### src/rtl/ternary_weight_loader.sv
// Byte-serial loader for a ternary (2-bit) weight bank feeding a matrix multiplier.
// Holds the bank stable and gates the multiplier enable so it only runs on a complete bank.
module ternary_weight_loader #(
   parameter int InLen     = 16,
   parameter int OutLen    = 8,
   parameter int ByteWidth = 8
) (
   input  logic                                          clk,
   input  logic                                          rst,
   input  logic                                          load_start,
   input  logic [ByteWidth-1:0]                          data_in,
   input  logic                                          data_valid,
   input  logic                                          run_req,
   input  logic                                          err_clr,
   output logic [2*InLen*OutLen-1:0]                     W,
   output logic                                          mult_en,
   output logic                                          weights_ready,
   output logic [$clog2(2*InLen*OutLen/ByteWidth)-1:0]   byte_count,
   output logic [1:0]                                    state,
   output logic                                          err,
   output logic                                          illegal
);
   localparam int NBYTES  = 2*InLen*OutLen/ByteWidth;
   localparam int CW      = $clog2(NBYTES);
   localparam int NFIELDS = ByteWidth/2;
   localparam logic [CW-1:0] LAST = CW'(NBYTES-1);

   typedef enum logic [1:0] {
      IDLE  = 2'd0,
      LOAD  = 2'd1,
      READY = 2'd2,
      RUN   = 2'd3
   } state_t;

   state_t              state_reg, state_next;
   logic [CW-1:0]       count_reg, count_next;
   logic                ready_reg, ready_next;
   logic                mult_en_reg, mult_en_next;
   logic                err_reg, err_next;
   logic                illegal_reg, illegal_next;
   logic                wr_en;
   logic                err_set;
   logic                illegal_set;
   logic [ByteWidth-1:0] clean_byte;
   logic [NFIELDS-1:0]  bad_field;
   logic [ByteWidth-1:0] bank_reg [NBYTES];

   // Code 2'b10 has no ternary meaning; it is flushed to zero weight.
   genvar gi;
   generate
      for (gi = 0; gi < NFIELDS; gi++) begin : g_field
         assign bad_field[gi] = (data_in[2*gi +: 2] == 2'b10);
         assign clean_byte[2*gi +: 2] = bad_field[gi] ? 2'b00 : data_in[2*gi +: 2];
      end
   endgenerate

   always_comb begin
      state_next = state_reg;
      count_next = count_reg;
      ready_next = ready_reg;
      wr_en      = 1'b0;
      err_set    = 1'b0;
      case (state_reg)
         IDLE: begin
            if (load_start) begin
               state_next = LOAD;
               count_next = '0;
            end
         end
         LOAD: begin
            err_set = run_req;
            if (load_start) begin
               count_next = '0;
            end else if (data_valid) begin
               wr_en = 1'b1;
               if (count_reg == LAST) begin
                  state_next = READY;
                  ready_next = 1'b1;
                  count_next = '0;
               end else begin
                  count_next = count_reg + 1'b1;
               end
            end
         end
         READY: begin
            if (load_start) begin
               state_next = LOAD;
               count_next = '0;
               ready_next = 1'b0;
            end else if (run_req) begin
               state_next = RUN;
            end
         end
         RUN: begin
            err_set = load_start | data_valid;
            if (!run_req) begin
               state_next = READY;
            end
         end
         default: state_next = IDLE;
      endcase
      illegal_set  = wr_en & (|bad_field);
      // A setting event in the same cycle as err_clr leaves the flag set.
      err_next     = err_set | (err_reg & ~err_clr);
      illegal_next = illegal_set | (illegal_reg & ~err_clr);
      mult_en_next = (state_next == RUN);
   end

   always_ff @(posedge clk) begin
      if (rst) begin
         state_reg   <= IDLE;
         count_reg   <= '0;
         ready_reg   <= 1'b0;
         mult_en_reg <= 1'b0;
         err_reg     <= 1'b0;
         illegal_reg <= 1'b0;
      end else begin
         state_reg   <= state_next;
         count_reg   <= count_next;
         ready_reg   <= ready_next;
         mult_en_reg <= mult_en_next;
         err_reg     <= err_next;
         illegal_reg <= illegal_next;
      end
   end

   always_ff @(posedge clk) begin
      if (rst) begin
         for (int i = 0; i < NBYTES; i++) begin
            bank_reg[i] <= '0;
         end
      end else if (wr_en) begin
         bank_reg[count_reg] <= clean_byte;
      end
   end

   generate
      for (gi = 0; gi < NBYTES; gi++) begin : g_bank
         assign W[ByteWidth*gi +: ByteWidth] = bank_reg[gi];
      end
   endgenerate

   assign mult_en       = mult_en_reg;
   assign weights_ready = ready_reg;
   assign byte_count    = count_reg;
   assign state         = state_reg;
   assign err           = err_reg;
   assign illegal       = illegal_reg;

endmodule
### config.mk
export PLATFORM = sky130hd
export DESIGN_NAME = ternary_weight_loader
export DESIGN_NICKNAME = d
export VERILOG_FILES = /design/src/rtl/ternary_weight_loader.sv
export SDC_FILE = /design/constraint.sdc
export NUM_CORES = 1
export LEC_CHECK = 0
export BUFFER_PORTS_ARGS = -buffer_cell sky130_fd_sc_hd__buf_2
export CAP_MARGIN = 25
export CORE_ASPECT_RATIO = 0.8
export CORE_UTILIZATION = 47
export DETAILED_ROUTE_END_ITERATION = 10
export PLACE_DENSITY = 0.76
export SLEW_MARGIN = 20
export SYNTH_ARGS = -nofsm -noshare
export SYNTH_HDL_FRONTEND = slang
export SYNTH_SLANG_ARGS = --single-unit
### constraint.sdc
create_clock -name clk -period 2 [get_ports clk]
set_clock_uncertainty 0.05 [all_clocks]
set_input_delay 0.3 -clock clk [delete_from_list [all_inputs] [get_ports clk]]
set_output_delay 0.3 -clock clk [all_outputs]
set_load 0.01 [all_outputs]
[Yosys cells after proc, flatten, opt, wreduce, memory -nomap -nowiden]
Memories as Yosys holds them, arrays and structs flattened.
Index checks and enable logic that the tools add are counted.
Word-level totals
  flip-flop bits (word level): 11
  bits in latches: 0
  RAM bits: 256
  ROM bits: 0
  bits of input ports: 14
  word-level logic and storage cells: 72
  memories kept: 1
Cells by class
  add/subtract/negate cells: 1
  multipliers: 0
  div/mod/pow operators: 0
  magnitude comparators: 0
  equal/unequal tests: 15
  shifts and indexed selects: 0
  muxes and demuxes: 34
  bitwise operators: 7
  reduce and logical (&&, ||, !) cells: 8
Memories
  bank_reg: depth 32, bits a word 8, rd ports 32, clocked after Yosys merged registers in 0, write ports 32, RTL line 46  | logic [ByteWidth-1:0] bank_reg [NBYTES];
Operator list (count)
  2-to-1 mux 5 bit: 5
  2-to-1 mux 2 bit: 11
  == test 2 bit, second input constant: 7
  2-to-1 mux 1 bit: 13
  case mux 5 bit (2 select lines): 1
  2-to-1 mux 8 bit: 1
  != test 2 bit, second input constant: 4
  case mux 2 bit (4 select lines): 1
  OR reduction 8 bit: 1
  adder 5 x 1 -> 5 bit, second input constant: 1
  == test 5 bit, second input constant: 1
  AND reduction 5 bit: 1
  case mux 1 bit (2 select lines): 2
  nonzero test 2 bit: 2
  OR reduction 4 bit: 1
  bitwise AND 1 bit: 3
  != test 3 bit, second input constant: 1
  OR 1 bit: 3
  AND reduction 3 bit: 1
  == test 2 x 1 -> 1 bit, second input constant: 1
  logical NOT 2 bit: 1
  != test 2 x 1 -> 1 bit, second input constant: 1
  OR reduction 2 bit: 1
  NOT 1 bit: 1

[Logic depth before layout (Yosys ltp)]
Gate-level depths: netlist (run 1).
  word-level depth: 8
  gate-level depth with buffers: 7
  mapped depth without buffers: 6

[Least setup slack after synthesis (run 1)]
No wires, ideal clock.
  path kind: flip-flop to flip-flop
  start point: register state_reg[0] (netlist: state[0])
  end point: memory bank_reg[11][0] (enable)
  setup time: 375 ps
  arrival time: 1606 ps
  data required time: 1575 ps
  slack: -30 ps
  cell stages (with the launch flop): 7
  period minus slack after synthesis: 2030 ps
  path through: dfxtp_1 and2_1 buf_2 buf_6 nand3_4 buf_2 o21bai_1
RTL lines
  start: declaration: RTL line 35  | state_t state_reg, state_next;
  start signal: assignment: RTL line 118  | state_reg <= state_next;
  end: declaration: RTL line 46

==> results of run 1 <==
[worst max-delay path, stage by stage, from the launching register on]
cell,delay [ns]
dfxtp_1,0.34
nor3_4,0.45
and3_1,0.30
a21o_1,0.40
[final timing paths]
check,slack [ns],cells past startpoint,from,endpoint
worst max register to register,0.10,3,state[1],bank_reg[7][0]
worst max-delay path,0.10,3,state[1],bank_reg[7][0]
worst min-delay path,0.01,3,err_clr,err
worst min register to register,0.43,2,err,err
[power groups by stage]
stage	clock network [mW]	logic [mW]	registers (mW)
floorplan	0	0.171	6.57
global placement	0	0.606	6.48
detailed placement	0	0.619	6.47
CTS	4.57	0.622	6.36
global route	4.77	0.661	6.37
finish	4.53	0.622	6.36
[synthesized netlist by cell type]
library cell	count	share of area (%)
nor3b_1	1	0.073
a31oi_1	2	0.12
a21o_1	12	0.88
and3b_1	4	0.34
o21a_1	1	0.073
a21boi_0	1	0.073
and3_1	8	0.49
o21bai_1	21	1.5
nor3_4	1	0.16
and4b_1	1	0.098
and2_1	2	0.12
nand4b_1	1	0.086
buf_6	6	0.66
inv_1	5	0.18
nor2b_1	10	0.61
o31ai_1	3	0.22
a21oi_1	8	0.39
nand3_2	2	0.20
o21ai_0	5	0.24
dfxtp_1	11	2.2
clkbuf_1	31	1.1
nor3_1	1	0.049
or3_1	1	0.061
o2111ai_1	3	0.26
nand3_4	1	0.17
nand3b_1	1	0.073
nor2_1	259	9.5
nand2b_1	6	0.37
a32o_1	1	0.098
nand2_1	56	2.1
buf_2	12	0.59
and2_0	1	0.061
or4_1	2	0.15
buf_1	1	0.037
ha_1	5	0.61
nand3_1	18	0.88
edfxtp_1	256	75
[layout make-up]
type                       instances  area share, %
sequential                       267           61.2
multi-input combinational        438           16.0
timing repair buffer             332           14.1
clock buffer                      29           4.96
tap                              269           2.60
clock inverter                    14          0.977
inverter                           5          0.145
[cells by family after synthesis]
kind of cell             after synthesis  share of synthesized area [%]
AND/OR/NAND/NOR                      376                           15.6
flip-flops                           267                           77.3
AO/OA/AOI/OAI                         57                           3.90
buffers and inverters                 55                           2.61
adder cells (fa/ha/maj)                5                          0.612
[through the flow]
| step | instances | area (um^2) | setup slack (ns) | total power [mW] | hold slack (ns) |
|---|---|---|---|---|---|
| 3_5_place_dp | 1311 | 12100 | -0.0501 | 7.09 | 0.414 |
| 3_3_place_gp | 1311 | 12100 | -0.0524 | 7.08 | 0.410 |
| 5_1_grt | 1354 | 12900 | 0.0177 | 11.8 | 0.0183 |
| 2_1_floorplan | 760 | 10200 | -0.0304 | 6.74 | 0.414 |
| 6_report | 1354 | 12900 | 0.104 | 11.5 | 0.0134 |
| 4_1_cts | 1354 | 12900 | 0.0440 | 11.6 | 0.00397 |
[per-layer routing]
| layer | routed length (um) | GRT usage (%) | vias up |
|---|---|---|---|
| met5 | 0 | 0 | - |
| met4 | 572 | 6.22 | 0 |
| met3 | 2660 | 5.13 | 36 |
| met2 | 13500 | 40.6 | 410 |
| met1 | 11400 | 34.3 | 3641 |
| li1 | - | - | 3261 |
==> impl_metrics.json, run 1 <==
{
  "tightest_slew_ns": 0.654,
  "power_leakage_nw": 5.13,
  "syn-num-nets": 779,
  "first_global_vias": 7000,
  "insertion_delay_ns": 0.51,
  "final_common_cell": "buf_2",
  "avgRoutedWirePerCell_um": 20.8,
  "place_congestion": 0.837,
  "startpoint_type": "flip-flop",
  "cts_htree_levels": 1,
  "start_util_pct": 48.7,
  "first_pass_iters": 6,
  "cts_resized": 0,
  "hold_path.class": "input pin to flip-flop",
  "multi_input_area_um2": 2070,
  "fill_cells": 1635,
  "drive_gt1_share_pct": 34.6,
  "die_w_um": 167,
  "cts_sinks": 267,
  "crit_path_end_kind": "flip-flop",
  "p_clk_share_pct": 39.4,
  "route.detailed.drc": 0,
  "yosysUniqueCellTypes": 37,
  "worstPathArrival_ns": 2.01,
  "seq_power_share_pct": 55.2,
  "numPortBuffers": 280,
  "power.density_nw_per_um2": 890,
  "drt-initial-drc-count": 854,
  "die_y_um": 134,
  "min_period_over_period_pct": 94.8,
  "dp_hpwl_mm": 20.0,
  "yosysSeqAreaShare_pct": 77.3,
  "internal-power_mw": 9.05,
  "rsz0062_at_grt": "no",
  "cts_tree": "built",
  "synthesis.area_um2": 10200,
  "n_antenna_cell": 0,
  "slew_headroom_pct": 56.3,
  "final_nets": 1088,
  "period_needed_ns": 1.90,
  "core_um2": 21000,
  "grt_overflow_total": 0,
  "final_util_pct": 61.6,
  "post_synth.cell_area_avg_um2": 13.5,
  "largest_reg_flops": 256,
  "yosysWarnings": 0,
  "post_cts_buffers": 0,
  "cp_data_required_time_ns": 2.12,
  "setup_viol": 0,
  "rows": 47,
  "drtAntennaViolNets": 0,
  "drv_slew": 0,
  "track_usage_pct": 24.9,
  "clock_path_buffers": 3,
  "power.switching_mw": 2.46,
  "syn_to_final_growth_pct": 26.4,
  "mostFrequentLayoutCells": "280 x buf_2, 259 x nor2_1, 256 x edfxtp_1",
  "status": "complete, no violations",
  "critPathMaxFanout": 8,
  "peakVddDrop_mv": 0.496,
  "yosys_register_bits": 267,
  "antenna_found_initial": 0,
  "cts_hold_repair.buffers": 0,
  "viasPerCell": 5.43,
  "cts_buffers": 25,
  "drt_wl_total_mm": 28.2,
  "grt_pass1_wl_mm": 41.4,
  "pin_count": 281,
  "num_vias": 7348,
  "fin_setup_tns_ns": 0,
  "criticalPathCategory": "flip-flop to flip-flop",
  "path_clk_slew_ns": 0.07,
  "clock-root-buffer": "clkbuf_16",
  "finalHoldViolations": 0,
  "drv_cap": 0,
  "max_freq_mhz": 527,
  "synthCells": 760,
  "combPwrFrac_pct": 5.4,
  "dieArea_um2": 22400,
  "seq_area_um2": 7910,
  "switching_share_pct": 21.4,
  "grt_max_degree": 37
}
Power figures use the tool's default switching activity.
==> run 2: changes to the inputs <==
--- a/config.mk
+++ b/config.mk
@@ -5,12 +5,12 @@
 export SDC_FILE = /design/constraint.sdc
 export NUM_CORES = 1
 export LEC_CHECK = 0
-export BUFFER_PORTS_ARGS = -buffer_cell sky130_fd_sc_hd__buf_2
 export CAP_MARGIN = 25
 export CORE_ASPECT_RATIO = 0.8
-export CORE_UTILIZATION = 47
+export CORE_UTILIZATION = 55
 export DETAILED_ROUTE_END_ITERATION = 10
-export PLACE_DENSITY = 0.76
+export DONT_BUFFER_PORTS = 1
+export PLACE_DENSITY = 0.73
 export SLEW_MARGIN = 20
 export SYNTH_ARGS = -nofsm -noshare
 export SYNTH_HDL_FRONTEND = slang
==> run 2 against run 1 <==
Via count fell by 17%. Combinational power is 55% lower. Non-clock buffer count shrank 271. Core utilization rose by 2.5 points. First-iteration DRC count down 23%. Wire length fell by 10%. Sequential share of layout area increased by 6.8 points. Critical path depth grew 2. Worst setup slack worse by 0.047 ns. Critical path type unchanged. Largest cell class unchanged. Highest routed layer unchanged.
==> impl_metrics.json, run 2 (same netlist as run 1, synthesis figures left out) <==
{
  "status": "complete, no violations",
  "max_stage_delay_ns": 0.57,
  "dp_hpwl_mm": 17.8,
  "switching_share_pct": 20.1,
  "drive_gt1_share_pct": 11.5,
  "grt_pass1_wl_mm": 36.3,
  "cts_buffers": 25,
  "dieArea_um2": 19100,
  "final_nets": 817,
  "clock-root-buffer": "clkbuf_16",
  "track_usage_pct": 25.8,
  "cp-startpoint": "weights_ready",
  "min_period_over_period_pct": 97.2,
  "die_y_um": 124,
  "numPlacedInstances": 991,
  "drt_wl_total_mm": 25.3,
  "setup_viol": 0,
  "final_common_cell": "nor2_1",
  "drt-initial-drc-count": 659,
  "syn_to_final_growth_pct": 13.9,
  "peakVddDrop_mv": 0.539,
  "cts_sinks": 267,
  "mostFrequentLayoutCells": "259 x nor2_1, 256 x edfxtp_1, 56 x nand2_1",
  "hp-start": "rst",
  "slew_headroom_pct": 56.3,
  "drtAntennaViolNets": 0,
  "finalHoldViolations": 0,
  "final_cells": 1047,
  "cts_tree": "built",
  "die_w_um": 154,
  "cp_data_required_time_ns": 2.34,
  "cpMostUsedCell": "dlygate4sd3_1",
  "critPathTopFamily": "buffers and inverters",
  "route.detailed.drc": 0,
  "post_cts_buffers": 0,
  "r2r_slack_ns": 0.06,
  "power.switching_mw": 2.31,
  "core_um2": 18200,
  "rr_startpoint": "weights_ready",
  "tightest_slew_ns": 0.654,
  "insertion_delay_ns": 0.51,
  "critPathMaxFanout": 2,
  "combPwrFrac_pct": 2.4,
  "cts_htree_levels": 1,
  "period_needed_ns": 1.94,
  "whs_path_depth": 1,
  "internal-power_mw": 9.19,
  "num_vias": 6134,
  "first_global_vias": 5837,
  "viasPerCell": 5.86,
  "startpoint_type": "flip-flop",
  "clock_path_buffers": 3,
  "reg2regPathDepth": 5,
  "pin_count": 281,
  "grt_max_degree": 44,
  "drv_slew": 0,
  "grt_overflow_total": 0,
  "n_antenna_cell": 0,
  "numPortBuffers": 0,
  "criticalPathCategory": "flip-flop to flip-flop",
  "p_clk_share_pct": 41.1,
  "first_pass_iters": 6,
  "cp_num_buf_inv": 2,
  "antenna_found_initial": 1,
  "crit_path_top_delay_cell": "dlygate4sd3_1",
  "crit_chain": "nor2b_1 -> dlygate4sd3_1 -> o21ai_0 -> nand2_1 -> dlygate4sd3_1",
  "power_leakage_nw": 3.97,
  "avgRoutedWirePerCell_um": 24.2,
  "rr_endpoint": "weights_ready",
  "min_to": "bank_reg[26][3]",
  "crit_path_end_kind": "flip-flop",
  "power.density_nw_per_um2": 988,
  "dp_slack_ns": 0.110,
  "rows": 44,
  "max_freq_mhz": 515,
  "fin_setup_tns_ns": 0,
  "seq_power_share_pct": 56.5,
  "start_util_pct": 56.3,
  "hold_path.class": "input pin to flip-flop",
  "path_clk_slew_ns": 0.06,
  "worstPathArrival_ns": 2.28,
  "drv_cap": 0,
  "place_congestion": 0.870,
  "largest_reg_flops": 256,
  "setup_slack_ns": 0.0568
}
run 2: changes by cell type in the layout (fill, tap and decap cells not counted), moves of 2 or more:
| cell | before | now |
|---|---|---|
| buf_12 | 3 | 5 |
| buf_2 | 280 | 0 |
| buf_4 | 49 | 46 |
| clkbuf_1 | 4 | 7 |
| clkbuf_8 | 0 | 3 |
| clkinv_2 | 7 | 4 |
| clkinvlp_4 | 2 | 0 |
| dlygate4sd3_1 | 0 | 10 |
| nand3_2 | 0 | 2 |
| nand3_4 | 3 | 1 |
run 2: how the worst max path moves through the flow:
stage               depth (start not counted)               to  slack [ns]
floorplan                                   6  bank_reg[11][0]       -0.03
global placement                            5  bank_reg[27][5]        0.15
detailed placement                          5  bank_reg[26][5]        0.11
CTS                                         6    weights_ready        0.07
global route                                6    weights_ready       -0.03
finish                                      5    weights_ready        0.06
run 2: through the flow:
step / area (um^2) / utilization (%) / power, mW / hold WS, ns
global route: 11600 / 64.1 / 11.8 / 0.0179
finish: 11600 / 64.1 / 11.5 / 0.0413
detailed placement: 10700 / 59.0 / 6.88 / 0.335
floorplan: 10200 / - / 6.74 / 0.414
CTS: 11600 / 64.0 / 11.5 / 0.00794
global placement: 10700 / 59.0 / 6.87 / 0.337
run 2: repair_timing:
item / in CTS / in global routing
endpoints found under the setup margin: 0 / 15
endpoints found under the hold margin: 12 / 0
hold buffers: 10 / 0
resized for setup: 0 / 3
run 2: power groups by stage:
stage	Combinational [mW]	Clock [mW]	Sequential (mW)
floorplan	0.171	0	6.57
global placement	0.250	0	6.62
detailed placement	0.261	0	6.62
CTS	0.277	4.76	6.50
global route	0.300	4.97	6.51
finish	0.278	4.73	6.50
run 2: cell type report:
type	count	area, um^2
sequential	267	7910
fill	1332	6520
multi-input combinational	438	2060
clock buffer	35	693
timing repair buffer	61	546
tap	230	288
clock inverter	11	130
inverter	5	18.8
run 2: worst reg2reg max path: stages (launching register included):
cell           delay (ns)
dfxtp_1              0.34
nor2b_1              0.14
dlygate4sd3_1        0.54
o21ai_0              0.10
nand2_1              0.09
dlygate4sd3_1        0.57
run 2: layer usage:
metal / up-vias / part of all wire (%) / global-route usage (%)
li1: 2719 / - / -
met1: 3007 / 37 / 32.1
met2: 367 / 49 / 43.4
met3: 41 / 11 / 8.18
met4: 0 / 2.6 / 8.54
met5: - / 0 / 0
